==> src/rtl/rr_data_arbiter.sv <==
// rr_data_arbiter
// Round-robin arbiter that shares a single registered output byte between
// NUM_REQ requesters. Each requester offers a byte with a valid/ready
// handshake. The arbiter grants one requester at a time, latches its byte,
// and presents it downstream with its own valid/ready handshake. A
// wrapping counter records completed downstream transfers.
//
// Ports:
//   clk          rising-edge clock
//   reset        synchronous, active-high reset
//   enable       permits new grants when high
//   req_valid    per-requester offer valid
//   req_data     requester i occupies bits [i*DATA_W +: DATA_W]
//   req_ready    one-hot (or zero) combinational accept strobe
//   out_valid    held byte available downstream
//   out_data     held byte
//   out_src      index of the requester whose byte is held
//   out_ready    downstream accept
//   grant_count  completed downstream transfers, wrapping
//   busy         high while a byte is held
module rr_data_arbiter #(
    parameter int NUM_REQ = 4,
    parameter int DATA_W  = 8,
    parameter int CNT_W   = 16,
    parameter int SRC_W   = $clog2(NUM_REQ)
) (
    input  logic                      clk,
    input  logic                      reset,
    input  logic                      enable,
    input  logic [NUM_REQ-1:0]        req_valid,
    input  logic [NUM_REQ*DATA_W-1:0] req_data,
    output logic [NUM_REQ-1:0]        req_ready,
    output logic                      out_valid,
    output logic [DATA_W-1:0]         out_data,
    output logic [SRC_W-1:0]          out_src,
    input  logic                      out_ready,
    output logic [CNT_W-1:0]          grant_count,
    output logic                      busy
);

    typedef enum logic {
        IDLE = 1'b0,
        HOLD = 1'b1
    } state_t;

    state_t state_q;
    state_t state_d;

    logic [SRC_W-1:0]  ptr_q;
    logic [SRC_W-1:0]  next_ptr;
    logic [SRC_W-1:0]  scan_ptr;
    logic [SRC_W-1:0]  winner;
    logic [SRC_W-1:0]  cand;
    logic [DATA_W-1:0] out_data_q;
    logic [SRC_W-1:0]  out_src_q;
    logic [CNT_W-1:0]  count_q;
    logic              found;
    logic              completion;
    logic              open_win;
    logic              capture;
    int                cand_i;

    logic [DATA_W-1:0] req_bytes [NUM_REQ];

    // Split the flat data bus into one byte lane per requester so the
    // winner's byte can be picked by a plain array index.
    for (genvar g = 0; g < NUM_REQ; g++) begin : g_lanes
        assign req_bytes[g] = req_data[g*DATA_W +: DATA_W];
    end

    // A held byte leaves when downstream accepts it. The accept window
    // opens either from IDLE or in the same cycle a held byte completes,
    // which is what allows one transfer per cycle at full rate.
    assign completion = (state_q == HOLD) && out_ready;
    assign open_win   = enable && ((state_q == IDLE) || completion);

    // Pointer value after a completion: one past the requester just served,
    // wrapping back to zero after the last requester.
    always_comb begin
        next_ptr = '0;
        if (int'(out_src_q) != NUM_REQ - 1) begin
            next_ptr = out_src_q + 1'b1;
        end
    end

    // The scan starts from the post-update pointer, so a completing
    // requester is pushed to the back of the queue in the same cycle.
    assign scan_ptr = completion ? next_ptr : ptr_q;

    // Find the first asserted req_valid at or above scan_ptr, wrapping.
    always_comb begin
        found  = 1'b0;
        winner = '0;
        cand   = '0;
        cand_i = 0;
        for (int k = 0; k < NUM_REQ; k++) begin
            cand_i = int'(scan_ptr) + k;
            if (cand_i >= NUM_REQ) begin
                cand_i = cand_i - NUM_REQ;
            end
            cand = SRC_W'(cand_i);
            if (!found && req_valid[cand]) begin
                found  = 1'b1;
                winner = cand;
            end
        end
    end

    // Reset masks the strobe so nothing is accepted during reset.
    assign capture = open_win && found && !reset;

    always_comb begin
        req_ready = '0;
        if (capture) begin
            req_ready[winner] = 1'b1;
        end
    end

    // Next-state logic: a capture always lands in HOLD (including
    // back-to-back with a completion); a completion alone returns to IDLE.
    always_comb begin
        state_d = state_q;
        if (capture) begin
            state_d = HOLD;
        end else if (completion) begin
            state_d = IDLE;
        end
    end

    // State, datapath and counter registers. The pointer moves only on
    // completion, never on capture alone.
    always_ff @(posedge clk) begin
        if (reset) begin
            state_q    <= IDLE;
            ptr_q      <= '0;
            out_data_q <= '0;
            out_src_q  <= '0;
            count_q    <= '0;
        end else begin
            state_q <= state_d;
            if (completion) begin
                count_q <= count_q + 1'b1;
                ptr_q   <= next_ptr;
            end
            if (capture) begin
                out_data_q <= req_bytes[winner];
                out_src_q  <= winner;
            end
        end
    end

    assign out_valid   = (state_q == HOLD);
    assign busy        = (state_q == HOLD);
    assign out_data    = out_data_q;
    assign out_src     = out_src_q;
    assign grant_count = count_q;

endmodule

==> config.mk <==
export PLATFORM = sky130hd
export DESIGN_NAME = rr_data_arbiter
export DESIGN_NICKNAME = d
export VERILOG_FILES = /design/src/rtl/rr_data_arbiter.sv
export SDC_FILE = /design/constraint.sdc
export NUM_CORES = 1
export LEC_CHECK = 0
export ABC_AREA = 1
export CORE_ASPECT_RATIO = 0.8
export CORE_UTILIZATION = 45
export DETAILED_ROUTE_END_ITERATION = 16
export GPL_ROUTABILITY_DRIVEN = 0
export PLACE_DENSITY = 0.83
export SETUP_SLACK_MARGIN = 0.3
export SYNTH_ARGS = -nofsm -noshare
export SYNTH_HDL_FRONTEND = slang
export SYNTH_SLANG_ARGS = --single-unit
==> constraint.sdc <==
create_clock -name clk -period 9.01 [get_ports clk]
set_input_delay 2.703 -clock clk [delete_from_list [all_inputs] [get_ports clk]]
set_output_delay 2.703 -clock clk [all_outputs]
set_load 0.1 [all_outputs]
==> results.json <==
{
  "finalSetupViolations": 0,
  "layout-drive-gt1-share_pct": 10.5,
  "grt_pass1_vias": 1833,
  "portBuffers": 71,
  "syn_inst": 280,
  "postCtsResizedCells": 0,
  "grt.overflow.total": 0,
  "drcViolationCount": 0,
  "leakage_nw": 1.16,
  "hold_path.class": "flop to flop",
  "num_io_pins": 72,
  "synth_seq_cells": 29,
  "ys_seq_area_share_pct": 32.0,
  "total_power_mw": 0.501,
  "yosysWarnings": 0,
  "grt_max_degree": 19,
  "syn_nets": 322,
  "crit_fanout": 14,
  "hold_slack_ns": 0.493,
  "vias": 2039,
  "rsz0062_at_grt": "false",
  "root_buffer": "clkbuf_8",
  "yosys-top-cells-count": "nand2_1, nand3_1, dfxtp_1",
  "numCtsBuffers": 5,
  "layout.cells.non_filler": 408,
  "crit_chain": "clkdlybuf4s50_1, nand2_2, inv_2, nand2_2, nand2_2, nand2_1, nand3_1, nand2_2, nand4_4, nand2_2, inv_2, nand2_1, nor2_1, buf_4",
  "slew_headroom_pct": 33.5,
  "clkSinkCount": 29,
  "synth.top_cell.area_share_pct": 32.0,
  "slowest_stage": "clkdlybuf4s50_1",
  "worstSetupPathType": "input port to output port",
  "synth_area_per_cell_um2": 6.48,
  "dr.pass1.iters": 4,
  "vdd_drop_max_mv": 0.101,
  "place_inst": 400,
  "synth_most_common_cell": "nand2_1",
  "htreeDepth": 2,
  "dpl_cell_area_um2": 2540,
  "synth_area_leaders": "dfxtp_1, nand2_1, nand3_1, inv_1, nor2_1",
  "yosys.area.top_type": "dfxtp_1",
  "worst_slack_ns": 0.995,
  "min_period_ns": 8.02,
  "final_core_util_pct": 69.5,
  "synth_top_flop_cell": "dfxtp_1",
  "async_flop_share_pct": 0,
  "antenna_found_initial": 0,
  "powerDensity_nw_per_um2": 188,
  "cts_tree": "done",
  "syn_area_um2": 1820,
  "worst_clock_skew_ns": 0.00453,
  "syn_to_final_growth_pct": 46.7,
  "drtIter0Drc": 99,
  "routed_via_density": 5.00,
  "clk_pin_slew_worst_paths_ns": 0.06,
  "rows": 20,
  "grt.total_usage_pct": 23.6,
  "start_util_pct": 47.4,
  "grt_pass1_wl_um": 7880,
  "antennaDiodeCount": 0,
  "wirelength_um": 4700,
  "clock_latency_ns": 0.29,
  "clock_path_buffers": 2,
  "slowest_delay_ns": 0.52,
  "core_um2": 3830,
  "detail-route-antenna-nets": 0,
  "start_kind": "input port",
  "fin_crit_sh_pct": 89.0,
  "fmax_mhz": 125,
  "tns_ns": 0,
  "hold_buffers": 0,
  "synth_edf_count": 0,
  "crit_arrival_ns": 5.31,
  "design_area_um2": 2660,
  "required_ns": 6.31,
  "hold_violations": 0,
  "path_buf_inv": 4,
  "cp_common_cell": "nand2_2",
  "die_area_um2": 4290,
  "drv_slew": 0,
  "dp_hpwl_um": 3600,
  "nets": 394,
  "place_ws_ns": 1.01,
  "synth_cell_type_count": 28,
  "status": "finished clean",
  "wl_per_cell_um": 11.5,
  "die_width_um": 73.0,
  "cp_top_family": "simple AND/OR/NAND/NOR gates",
  "drv_cap": 0,
  "worst_pin_slew_ns": 0.994,
  "post_cts_buffers": 0,
  "end_kind": "output port",
  "dieHeight_um": 58.8
}
==> state kept, by name, summed over array words and instances (netlist names) <==
register and count:
ptr_q 2, grant_count 16, busy 1, out_data 8, out_src 2
==> worst paths after layout <==
path               start            to  slack (ns)  cells past startpoint
max            out_ready  req_ready[3]        0.99                     14
min          out_data[6]   out_data[6]        0.49                      2
max reg2reg         busy   out_data[2]        6.53                     13
min reg2reg  out_data[6]   out_data[6]        0.49                      2
==> where the power goes <==
group,switching (mW),internal [mW],leakage (nW),total [mW]
combinational,0.153,0.0609,0.870,0.214
sequential,0.00651,0.138,0.237,0.144
clock,0.0531,0.0898,0.0574,0.143
==> metal layers <==
layer	vias to the layer above	part of all wire (%)	GRT usage, %
met5	-	0	0
met4	0	1.3	8.12
met3	7	9.3	7.53
met2	96	43	36.9
met1	881	47	30.8
li1	1055	-	-
==> cell usage in the layout (no fill, tap or decap) <==
master and n:
a21oi_1 13, o21ai_0 7, nor3b_1 3, nand2_4 2, nor2_2 4, clkdlybuf4s50_1 67, nand3_2 1, inv_1 26
nor2_1 26, nand3_4 1, a31oi_1 1, nand3_1 34, inv_2 2, nor4_1 1, bufinv_16 1, nand2_1 86
dfxtp_1 29, ha_1 2, clkinvlp_4 1, nand4_1 10, nand2_2 12, nor3_1 3, inv_4 1, buf_4 4
xor2_1 4, clkbuf_8 6, o21a_1 4, nand4_4 1, o21ai_4 1
==> kinds of logic after synthesis <==
group / synth area share, %
DFF: 32.0
adders and majority gates: 1.38
AOI/OAI and AO/OA: 8.41
buffers and inverters: 8.48
xor gates and xnor gates: 1.93
and+or+nand+nor: 47.8
==> tightest hold or removal path: stages (launching register included) <==
cell	delay [ns]
dfxtp_1	0.32
nand3_1	0.08
nand2_1	0.05
==> final cells by class <==
class	instances	area, um2
Multi-Input combinational cell	216	1080
Clock inverter	2	37.5
Tap cell	55	68.8
Timing Repair Buffer	71	701
Sequential cell	29	581
Inverter	29	111
Fill cell	337	1170
Clock buffer	6	82.6
Power figures use the tool's default switching activity.
==> edit: new RTL, same flow settings <==
Reset style: asynchronous (`reset`), changed in one clocked block. Comments in the files are not updated.
--- a/src/rtl/rr_data_arbiter.sv
+++ b/src/rtl/rr_data_arbiter.sv
@@ -129,7 +129,7 @@
 
     // State, datapath and counter registers. The pointer moves only on
     // completion, never on capture alone.
-    always_ff @(posedge clk) begin
+    always_ff @(posedge clk or posedge reset) begin
         if (reset) begin
             state_q    <= IDLE;
             ptr_q      <= '0;
Check against the original RTL: differs if reset is asserted again (counterexample within 4 cycles, from zero or initial values and one cycle with reset high); with reset held inactive, the same outputs for 10 cycles.
==> edit against the original RTL <==
Sequential cell count unchanged; maximum frequency decreased by 2.2%; area after synthesis increased by 12%; global-route usage increased by 0.16 points; routed wire length increased by 13%; worst setup slack got worse by 0.18 ns; design area increased by 10%; count of clock-buffer cells in the layout increased by 1; critical path depth increased by 3; register-to-register slack got worse by 0.16 ns; largest cell class unchanged.
Power is not compared: it rests on default switching activity, and its combinational part moved more than twofold at a synthesized area within 25%.
==> edit: results (changes against the original RTL) <==
Outcome
  – Outcome: finished, final reports clean

Min path
  – WHS Endpoint: grant_count[15]$_DFFE_PP0N_
  – Hold Crit Depth: 1 (-1)
  – Worst Hold Class: reg2reg
  – Min-delay src: grant_count[15]$_DFFE_PP0N_

GRT
  – First-pass GRT wire length: 8.942 mm (+13%)
  – Largest net degree at the start of global routing: 30 (+11)
  – Vias in the first global route: 1,974 (+7.7%)
  – Initial antenna violation count: 0 (unchanged)
  – GRT Resource Usage Total: 23.79% (+0.16 points)

Clocking
  – Post-CTS Setup Bufs: 0 (unchanged)
  – CTS Buf Count: 5 (unchanged)
  – Buffer depth of the longest clock path: 2 (unchanged)
  – CTS root buf: clkbuf_8
  – CTS H-Tree Depth: 2 (unchanged)
  – Cts repair resizes: 0 (unchanged)
  – Cts-stage hold buffer count: 0 (unchanged)
  – Clock latency on the worst-skew pair: 0.28 ns
  – Clock-pin transition on the worst setup and hold timing paths: 0.06 ns (about the same)

Place
  – Port Buffers: 71 (unchanged)
  – Setup slack at placement: 0.8497 ns (-0.1638 ns)
  – DP HPWL: 4.088 mm (+14%)

Final layout
  – Final nets: 402 (+2.0%)
  – ANT cells: 0 (unchanged)
  – Max reg flops: 16 (unchanged)
  – Fraction of layout cells with a size suffix above 1: 11.91% (+1.4 points)

Critical path
  – Reg2Reg Depth: 18 (+5)
  – R2R Setup Slk: 6.37 ns (-0.16 ns)
  – CP delay by family, top: simple AND/OR/NAND/NOR gates
  – Reg2Reg Capture Point: out_data[2]$_DFFE_PP0P_
  – Worst Path Arrival: 5.49 ns (+0.18 ns)
  – Critical-path maximum fanout: 14 (unchanged)
  – Delay of the slowest critical-path stage: 0.58 ns (+0.06 ns)
  – Reg2reg start: out_src[0]$_DFFE_PP0P_
  – Highest-delay cell along the critical path: clkdlybuf4s50_1

Drt
  – TritonRoute pass-1 iters: 4 (unchanged)
  – Final WL: 5.290 mm (+13%)
  – DR iter-0 viols: 111 (+12%)
  – Vias per cell: 5.026 (+0.58%)

Timing
  – Clock Skews: 0.005941 ns (+0.001410 ns)
  – Fin Hold WS: 0.4718 ns (-0.02116 ns)
  – Final WS setup: 0.8134 ns (-0.1816 ns)
  – Max_slew headroom: 33.27% (-0.27 points)

Synth
  – Yosys warns: 0 (unchanged)
  – FFs w/ async S/R, synth: 100.0% (+100 points)
  – List of most frequent post-synthesis cells: nand2_1, nand3_1, dfrtp_1, inv_1, nor2_1
  – Seq/Total Area, Yosys: 35.58% (+3.6 points)
  – Synthesized Nets: 329 (+2.2%)
  – Synth area leaders: dfrtp_1, nand2_1, nand3_1
  – Synth Register Bits: 29 (unchanged)
  – Count of different cell masters after synthesis: 28 (unchanged)

Power
  – Worst VDD drop: 0.2258 mV
  – Leak: 1.496 nW
==> edit: changes by cell type after synthesis, sizes merged, moves of 5 or more <==
| cell | unedited run | this run |
|---|---|---|
| nand2 | 100 | 131 |
| dfrtp | 0 | 29 |
| dfxtp | 29 | 0 |
| nor2 | 30 | 14 |
| nand3 | 36 | 51 |
| a21oi | 13 | 1 |
| nand4 | 11 | 2 |
| inv | 29 | 21 |
| xnor2 | 0 | 6 |
| xor2 | 4 | 9 |
==> edit: worst max path at each step <==
stage / startpoint / to / cells after the start
after detailed placement: out_ready / req_ready[0] / 17
after global placement: out_ready / req_ready[2] / 14
after floorplan: out_ready / req_ready[0] / 15
final: out_ready / req_ready[0] / 17
after CTS: out_ready / req_ready[0] / 17
after global routing: out_ready / req_ready[0] / 17
==> edit: metal layers <==
metal / GRT usage [%] / up-vias / routed length (um)
met1: 31.69 / 942 / 2384
met4: 11.32 / 0 / 148
li1: - / 1065 / -
met2: 35.62 / 79 / 2435
met3: 6.471 / 15 / 322
met5: 0 / - / 0
==> edit: cell families after synthesis <==
kind of cell               share of synthesized area (%)
xor gates and xnor gates                           6.442
AOI/OAI and AO/OA                                  1.656
adders and majority gates                          1.227
DFF                                                35.58
buffers and inverters                              7.423
and+or+nand+nor                                    47.67
==> edit: power breakdown <==
| group | internal, mW | switching (mW) | total (mW) | leakage [nW] |
|---|---|---|---|---|
| combinational | 0.245 | 0.657 | 0.902 | 1.06 |
| clock | 0.0900 | 0.0487 | 0.139 | 0.0585 |
| sequential | 0.167 | 0.0348 | 0.202 | 0.381 |
| total | 0.502 | 0.740 | 1.24 | 1.50 |
==> edit: cell type report <==
cell class	instances	area (um2)
fill	362	1326
multi-input combinational	229	1162
timing repair buffer	74	773.2
sequential	29	725.7
clock buffer	7	86.33
inverter	21	81.33
tap	57	71.32
clock inverter	1	30.03
==> edit: metrics by stage <==
stage	instances	instance area (um2)
after floorplan	287	2039
after global placement	410	2814
after detailed placement	410	2814
after CTS	418	2930
after global routing	418	2930
final	418	2930
